--- config.mk ---
export PLATFORM = sky130hd
export DESIGN_NAME = cnn_layer_sequencer
export DESIGN_NICKNAME = d
export VERILOG_FILES = /design/src/rtl/cnn_pkg.sv /design/src/rtl/cnn_seq_timer.sv /design/src/rtl/cnn_layer_sequencer.sv
export SDC_FILE = /design/constraint.sdc
export NUM_CORES = 1
export LEC_CHECK = 0
export ABC_CLOCK_PERIOD_IN_PS = 2360
export CORE_ASPECT_RATIO = 1.1
export CORE_MARGIN = 2
export CORE_UTILIZATION = 40
export CTS_CLUSTER_SIZE = 30
export DETAILED_ROUTE_END_ITERATION = 8
export HOLD_SLACK_MARGIN = 0.15
export PLACE_DENSITY = 0.67
export SYNTH_ARGS = -nofsm -noshare
export SYNTH_HDL_FRONTEND = slang
export SYNTH_SLANG_ARGS = --single-unit
--- constraint.sdc ---
create_clock -name clk -period 2.36 [get_ports clk]
set_input_delay 0.236 -clock clk [delete_from_list [all_inputs] [get_ports clk]]
set_output_delay 0.236 -clock clk [all_outputs]
set_load 0.01 [all_outputs]
--- src/rtl/cnn_pkg.sv ---
// Shared types for the CNN layer sequencer: layer-select codes, FSM states,
// default timing limits and state->code helpers.
package cnn_pkg;

  localparam int DEF_WDOG_CYCLES  = 1048576;
  localparam int DEF_GUARD_CYCLES = 2;

  typedef enum logic [7:0] {
    LC_IDLE  = 8'h00,
    LC_LOAD  = 8'h01,
    LC_CONV1 = 8'h02,
    LC_POOL1 = 8'h03,
    LC_CONV2 = 8'h04,
    LC_POOL2 = 8'h05,
    LC_FC    = 8'h06
  } layer_code_t;

  typedef enum logic [3:0] {
    S_IDLE, S_LOAD, S_CONV1, S_POOL1, S_CONV2, S_POOL2, S_FC, S_DONE, S_ERROR
  } seq_state_t;

  function automatic layer_code_t state_code(input seq_state_t s);
    case (s)
      S_LOAD:  return LC_LOAD;
      S_CONV1: return LC_CONV1;
      S_POOL1: return LC_POOL1;
      S_CONV2: return LC_CONV2;
      S_POOL2: return LC_POOL2;
      S_FC:    return LC_FC;
      default: return LC_IDLE;
    endcase
  endfunction

  function automatic seq_state_t next_layer(input seq_state_t s);
    case (s)
      S_LOAD:  return S_CONV1;
      S_CONV1: return S_POOL1;
      S_POOL1: return S_CONV2;
      S_CONV2: return S_POOL2;
      S_POOL2: return S_FC;
      S_FC:    return S_DONE;
      default: return S_IDLE;
    endcase
  endfunction

endpackage

--- src/rtl/cnn_seq_timer.sv ---
// Per-layer cycle counter: guard window after entry and watchdog expiry.
// cnt is 0 on the first cycle in a layer, so cycle n of the layer has cnt=n-1.
module cnn_seq_timer #(
  parameter int GUARD_CYCLES = 2,
  parameter int WDOG_CYCLES  = 1048576
) (
  input  logic clk,
  input  logic reset,
  input  logic clear,
  input  logic enable,
  output logic guard_done,
  output logic expired
);

  logic [31:0] cnt;

  always_ff @(posedge clk) begin
    if (reset || clear)
      cnt <= '0;
    else if (enable && cnt != '1)
      cnt <= cnt + 32'd1;
  end

  assign guard_done = (cnt >= 32'(GUARD_CYCLES));
  assign expired    = (cnt >= 32'(WDOG_CYCLES - 1));

endmodule

--- src/rtl/cnn_layer_sequencer.sv ---
// Steps a layer controller through LOAD..FC, handshaking on return_ctrl,
// with a per-layer watchdog, host abort and a saturating run-time counter.
module cnn_layer_sequencer
  import cnn_pkg::*;
#(
  parameter int WDOG_CYCLES  = DEF_WDOG_CYCLES,
  parameter int GUARD_CYCLES = DEF_GUARD_CYCLES
) (
  input  logic        clk,
  input  logic        reset,
  input  logic        start,
  input  logic        abort,
  input  logic        img_ready,
  input  logic [7:0]  return_ctrl,
  output logic [7:0]  ctrl,
  output logic        busy,
  output logic        done,
  output logic        error,
  output logic [2:0]  err_layer,
  output logic [31:0] total_cycles
);

  seq_state_t state;
  seq_state_t nxt;
  logic in_run, in_layer, can_start;
  logic guard_done, expired;
  logic adv, wd, tmr_clear;

  assign in_layer  = state inside {S_CONV1, S_POOL1, S_CONV2, S_POOL2, S_FC};
  assign in_run    = in_layer || (state == S_LOAD);
  assign can_start = (state inside {S_IDLE, S_DONE, S_ERROR}) && start;
  assign nxt       = next_layer(state);

  // LOAD additionally waits for the host image; the watchdog never fires there
  assign adv = in_run && guard_done && (return_ctrl == state_code(state)) &&
               ((state != S_LOAD) || img_ready);
  assign wd  = in_layer && expired && !adv;

  // Every state change restarts the layer timer
  assign tmr_clear = abort || can_start || adv || wd;

  cnn_seq_timer #(
    .GUARD_CYCLES (GUARD_CYCLES),
    .WDOG_CYCLES  (WDOG_CYCLES)
  ) u_timer (
    .clk        (clk),
    .reset      (reset),
    .clear      (tmr_clear),
    .enable     (in_run),
    .guard_done (guard_done),
    .expired    (expired)
  );

  always_ff @(posedge clk) begin
    if (reset) begin
      state        <= S_IDLE;
      ctrl         <= LC_IDLE;
      busy         <= 1'b0;
      done         <= 1'b0;
      error        <= 1'b0;
      err_layer    <= 3'd0;
      total_cycles <= '0;
    end else if (abort) begin
      // total_cycles deliberately held so the host can read partial run time
      state     <= S_IDLE;
      ctrl      <= LC_IDLE;
      busy      <= 1'b0;
      done      <= 1'b0;
      error     <= 1'b0;
      err_layer <= 3'd0;
    end else if (can_start) begin
      state        <= S_LOAD;
      ctrl         <= LC_LOAD;
      busy         <= 1'b1;
      done         <= 1'b0;
      error        <= 1'b0;
      err_layer    <= 3'd0;
      total_cycles <= '0;
    end else if (in_run) begin
      if (total_cycles != '1)
        total_cycles <= total_cycles + 32'd1;
      if (adv) begin
        state <= nxt;
        ctrl  <= state_code(nxt);
        busy  <= (nxt != S_DONE);
        done  <= (nxt == S_DONE);
      end else if (wd) begin
        state     <= S_ERROR;
        ctrl      <= LC_IDLE;
        busy      <= 1'b0;
        error     <= 1'b1;
        err_layer <= ctrl[2:0];
      end
    end
  end

endmodule

==> results.py <==
metrics = {
    "outcome": {
        "status": "finished clean",
    },
    "synthesis": {
        "synth-main-ff-cell": "dfxtp_1",
        "syn_area_per_cell_um2": 8.200,
        "async_reset_ff_share_pct": 0,
        "ys_ff_latch": 77,
        "synth_edf_count": 0,
        "syn-cell-area_um2": 3953,
        "synth_cell_types": 50,
        "yosysWarnings": 0,
        "synthTopCellsByArea": "dfxtp_1, xnor2_1, nor2_1, xor2_1, nand3_1",
        "synth_top_area_share_pct": 39.00,
        "ys_seq_area_share_pct": 39.00,
        "yosysTopAreaCell": "dfxtp_1",
        "syn_inst": 482,
    },
    "critical_path": {
        "crit_path_frequent_cell": "nand2_1",
        "critPathKind": "reg -> reg",
        "slowest_stage": "or4_4",
        "path_cells": "nand2_1 -> nand2_1 -> a2111o_1 -> or4_4 -> buf_6 -> or4_1 -> a21oi_1",
        "crit_path_end_kind": "register",
        "startpoint_type": "register",
        "cp.arrival_ns": 2.58,
        "critPathRequiredTime_ns": 2.65,
        "cp_max_fo": 12,
        "reg2reg_from": "state[1]",
        "cpPeakStageDelay_ns": 0.53,
        "crit_start": "state[1]",
    },
    "route": {
        "drtIter0Drc": 141,
        "ant_nets": 0,
        "drt-vias-per-instance": 5.407,
        "wire_per_inst_um": 14.16,
        "vias": 3796,
        "drc_errors": 0,
        "drt_pass1_iterations": 4,
        "wirelength_mm": 9.940,
    },
    "placement": {
        "post-dp-hpwl_mm": 7.241,
        "dpl_worst_slack_ns": -0.3787,
        "place_congestion": 0.8853,
        "io_buffers": 53,
        "dp_cells": 686,
    },
    "global_routing": {
        "antenna_found_initial": 0,
        "grt_usage_pct": 18.83,
        "grt_pass1_wl_mm": 16.46,
        "grt_pass1_vias": 3612,
        "grt_max_degree": 33,
        "gr-total-overflow": 0,
    },
    "floorplanning": {
        "initial_core_util_pct": 40.55,
        "die_area_um2": 10690,
        "dieWidth_um": 98.78,
        "fp.dieH_um": 108.3,
        "row_count": 38,
        "io_pins": 59,
        "coreArea_um2": 9747,
    },
    "sta": {
        "layout_setup_ws_ns": 0.07060,
        "setup_viol": 0,
        "finalClockSkew_ns": 0.01074,
        "hold_ws_ns": 0.4636,
        "slew_violations": 0,
        "rsz0062_at_grt": "false",
        "fin_crit_sh_pct": 97.01,
        "fmax_ghz": 0.4368,
        "worst_pin_slew_ns": 0.5481,
        "slew-limit-headroom_pct": 63.07,
        "hold_violations": 0,
        "period_needed_ns": 2.289,
    },
    "pwr": {
        "p_per_area_nw_per_um2": 504.0,
        "power_leakage_nw": 1.812,
        "power_w": 0.002648,
        "vdd_drop_max_uv": 315.0,
    },
    "clocking": {
        "holdBufCountCts": 0,
        "insertion_delay_ns": 0.36,
        "cts_max_level": 3,
        "cts_root_buf": "clkbuf_8",
        "clockBufferDepth": 2,
        "tritoncts": "built",
        "path_clk_slew_ns": 0.08,
        "cts.sinks": 77,
        "cts_buffers": 9,
    },
    "final_layout": {
        "area_growth_syn_to_layout_pct": 32.92,
        "fill_cells": 888,
        "nets": 593,
        "antennaDiodeCount": 0,
        "final_cells": 702,
        "drive_above_1_share_pct": 15.29,
    },
    "worst_hold_path": {
        "hp-class": "reg -> reg",
        "worstHoldStart": "done",
    },
    "flow_run": {
        "drv_cap": 0,
    },
}
per-layer routing:
layer  track usage (%)  share of wire [%]
met3             5.430                3.3
met2             33.25                 51
met1             21.86                 44
met5                 0                  0
met4             6.262                1.5
Yosys cell counts (all sizes together), types with 8 or more instances:
| cell type | n |
|---|---|
| clkbuf | 17 |
| nor4 | 21 |
| xnor2 | 31 |
| a21oi | 16 |
| o21ai | 12 |
| nor2 | 66 |
| buf | 9 |
| nand4 | 16 |
| inv | 13 |
| xor2 | 24 |
| and3 | 12 |
| nor3 | 15 |
| or3 | 11 |
| dfxtp | 77 |
| nand3 | 30 |
| nand2 | 33 |
| o211ai | 8 |
state kept, by name (all words and copies together), names as in the netlist:
register and flops:
done 1, err_layer 3, u_timer.cnt 32, total_cycles 32, ctrl 3, state 4
busy 1, error 1
cell usage in the layout, fill, tap and decap left out, types with 3 or more instances in the layout:
master           Yosys  layout
nor3_2               1       3
nor3_1              14      12
nor4_1              21      20
nand3_1             30      29
and4_1               6       6
dlymetal6s2s_1       0       4
and3_1              12      11
or2_2                4       4
o211ai_1             8       8
nand4_1             16      16
dfxtp_1             77      74
o2111ai_1            4       4
nand2_1             33      33
xnor2_1             31      31
clkbuf_8             0      10
xor2_1              24      24
bufinv_16            0       3
or3_1               11      11
conb_1               1       5
inv_1               13      13
dfxtp_2              0       3
o21ai_0             10      10
clkdlybuf4s50_1      0      49
mux2i_1              4       4
nor2_1              66      66
or4_1                7       5
buf_4                5      51
a21oi_1             16      16
and2_1               6       6
a211oi_1             5       5
nand2b_1             3       3
ha_1                 3       3
layout make-up:
class | instances | area, µm² | share of cell area [%]
tap | 120 | 150.1 | 2.858
sequential | 77 | 1545 | 29.41
inverter | 13 | 48.80 | 0.9288
multi-input combinational | 370 | 2315 | 44.06
clock buffer | 12 | 145.1 | 2.763
timing repair buffer | 106 | 954.7 | 18.17
clock inverter | 4 | 95.09 | 1.810
repair_timing:
| action | CTS | global route |
|---|---|---|
| setup buffers | 0 | 0 |
| setup endpoints to repair | 4 | 15 |
| pin swaps | 0 | 5 |
| resized for setup | 3 | 18 |
through the flow:
stage | instance area [µm²] | TNS [ns] | util, %
after floorplan | 3974 | 0 | -
after global placement | 4942 | -9.177 | 50.71
after detailed placement | 4942 | -9.789 | 50.71
after CTS | 5189 | 0 | 53.23
after global routing | 5254 | 0 | 53.90
final | 5254 | 0 | 53.90
cell families after synthesis:
kind of cell	count (synthesis)	synth area share, %
flip-flops	77	39.00
AND/OR/NAND/NOR	238	31.31
multiplexers	5	1.298
AO/OA/AOI/OAI	64	10.89
XOR/XNOR	55	12.19
adder cells (fa/ha/maj)	3	0.9498
other	1	0.09488
buffers and inverters	39	4.273
critical path, delay by kind of cell (launching register included):
kind / cells / cell delay (ns)
flip-flops: 1 / 0.39
buffers and inverters: 1 / 0.14
AND/OR/NAND/NOR: 4 / 1.16
AO/OA/AOI/OAI: 2 / 0.52
where the power goes:
group	switching (W)	internal, W
clock	0.000487	0.000731
combinational	0.0000646	0.0000553
sequential	0.00000671	0.00130
total	0.000559	0.00209
worst paths after layout:
kind | to | slack [ns] | cells after the start
max | ctrl[0] | 0.07 | 7
min reg2reg | done | 0.46 | 2
max reg2reg | ctrl[0] | 0.07 | 7
min | done | 0.46 | 2
Note: power is estimated with default switching activity, not from simulation.
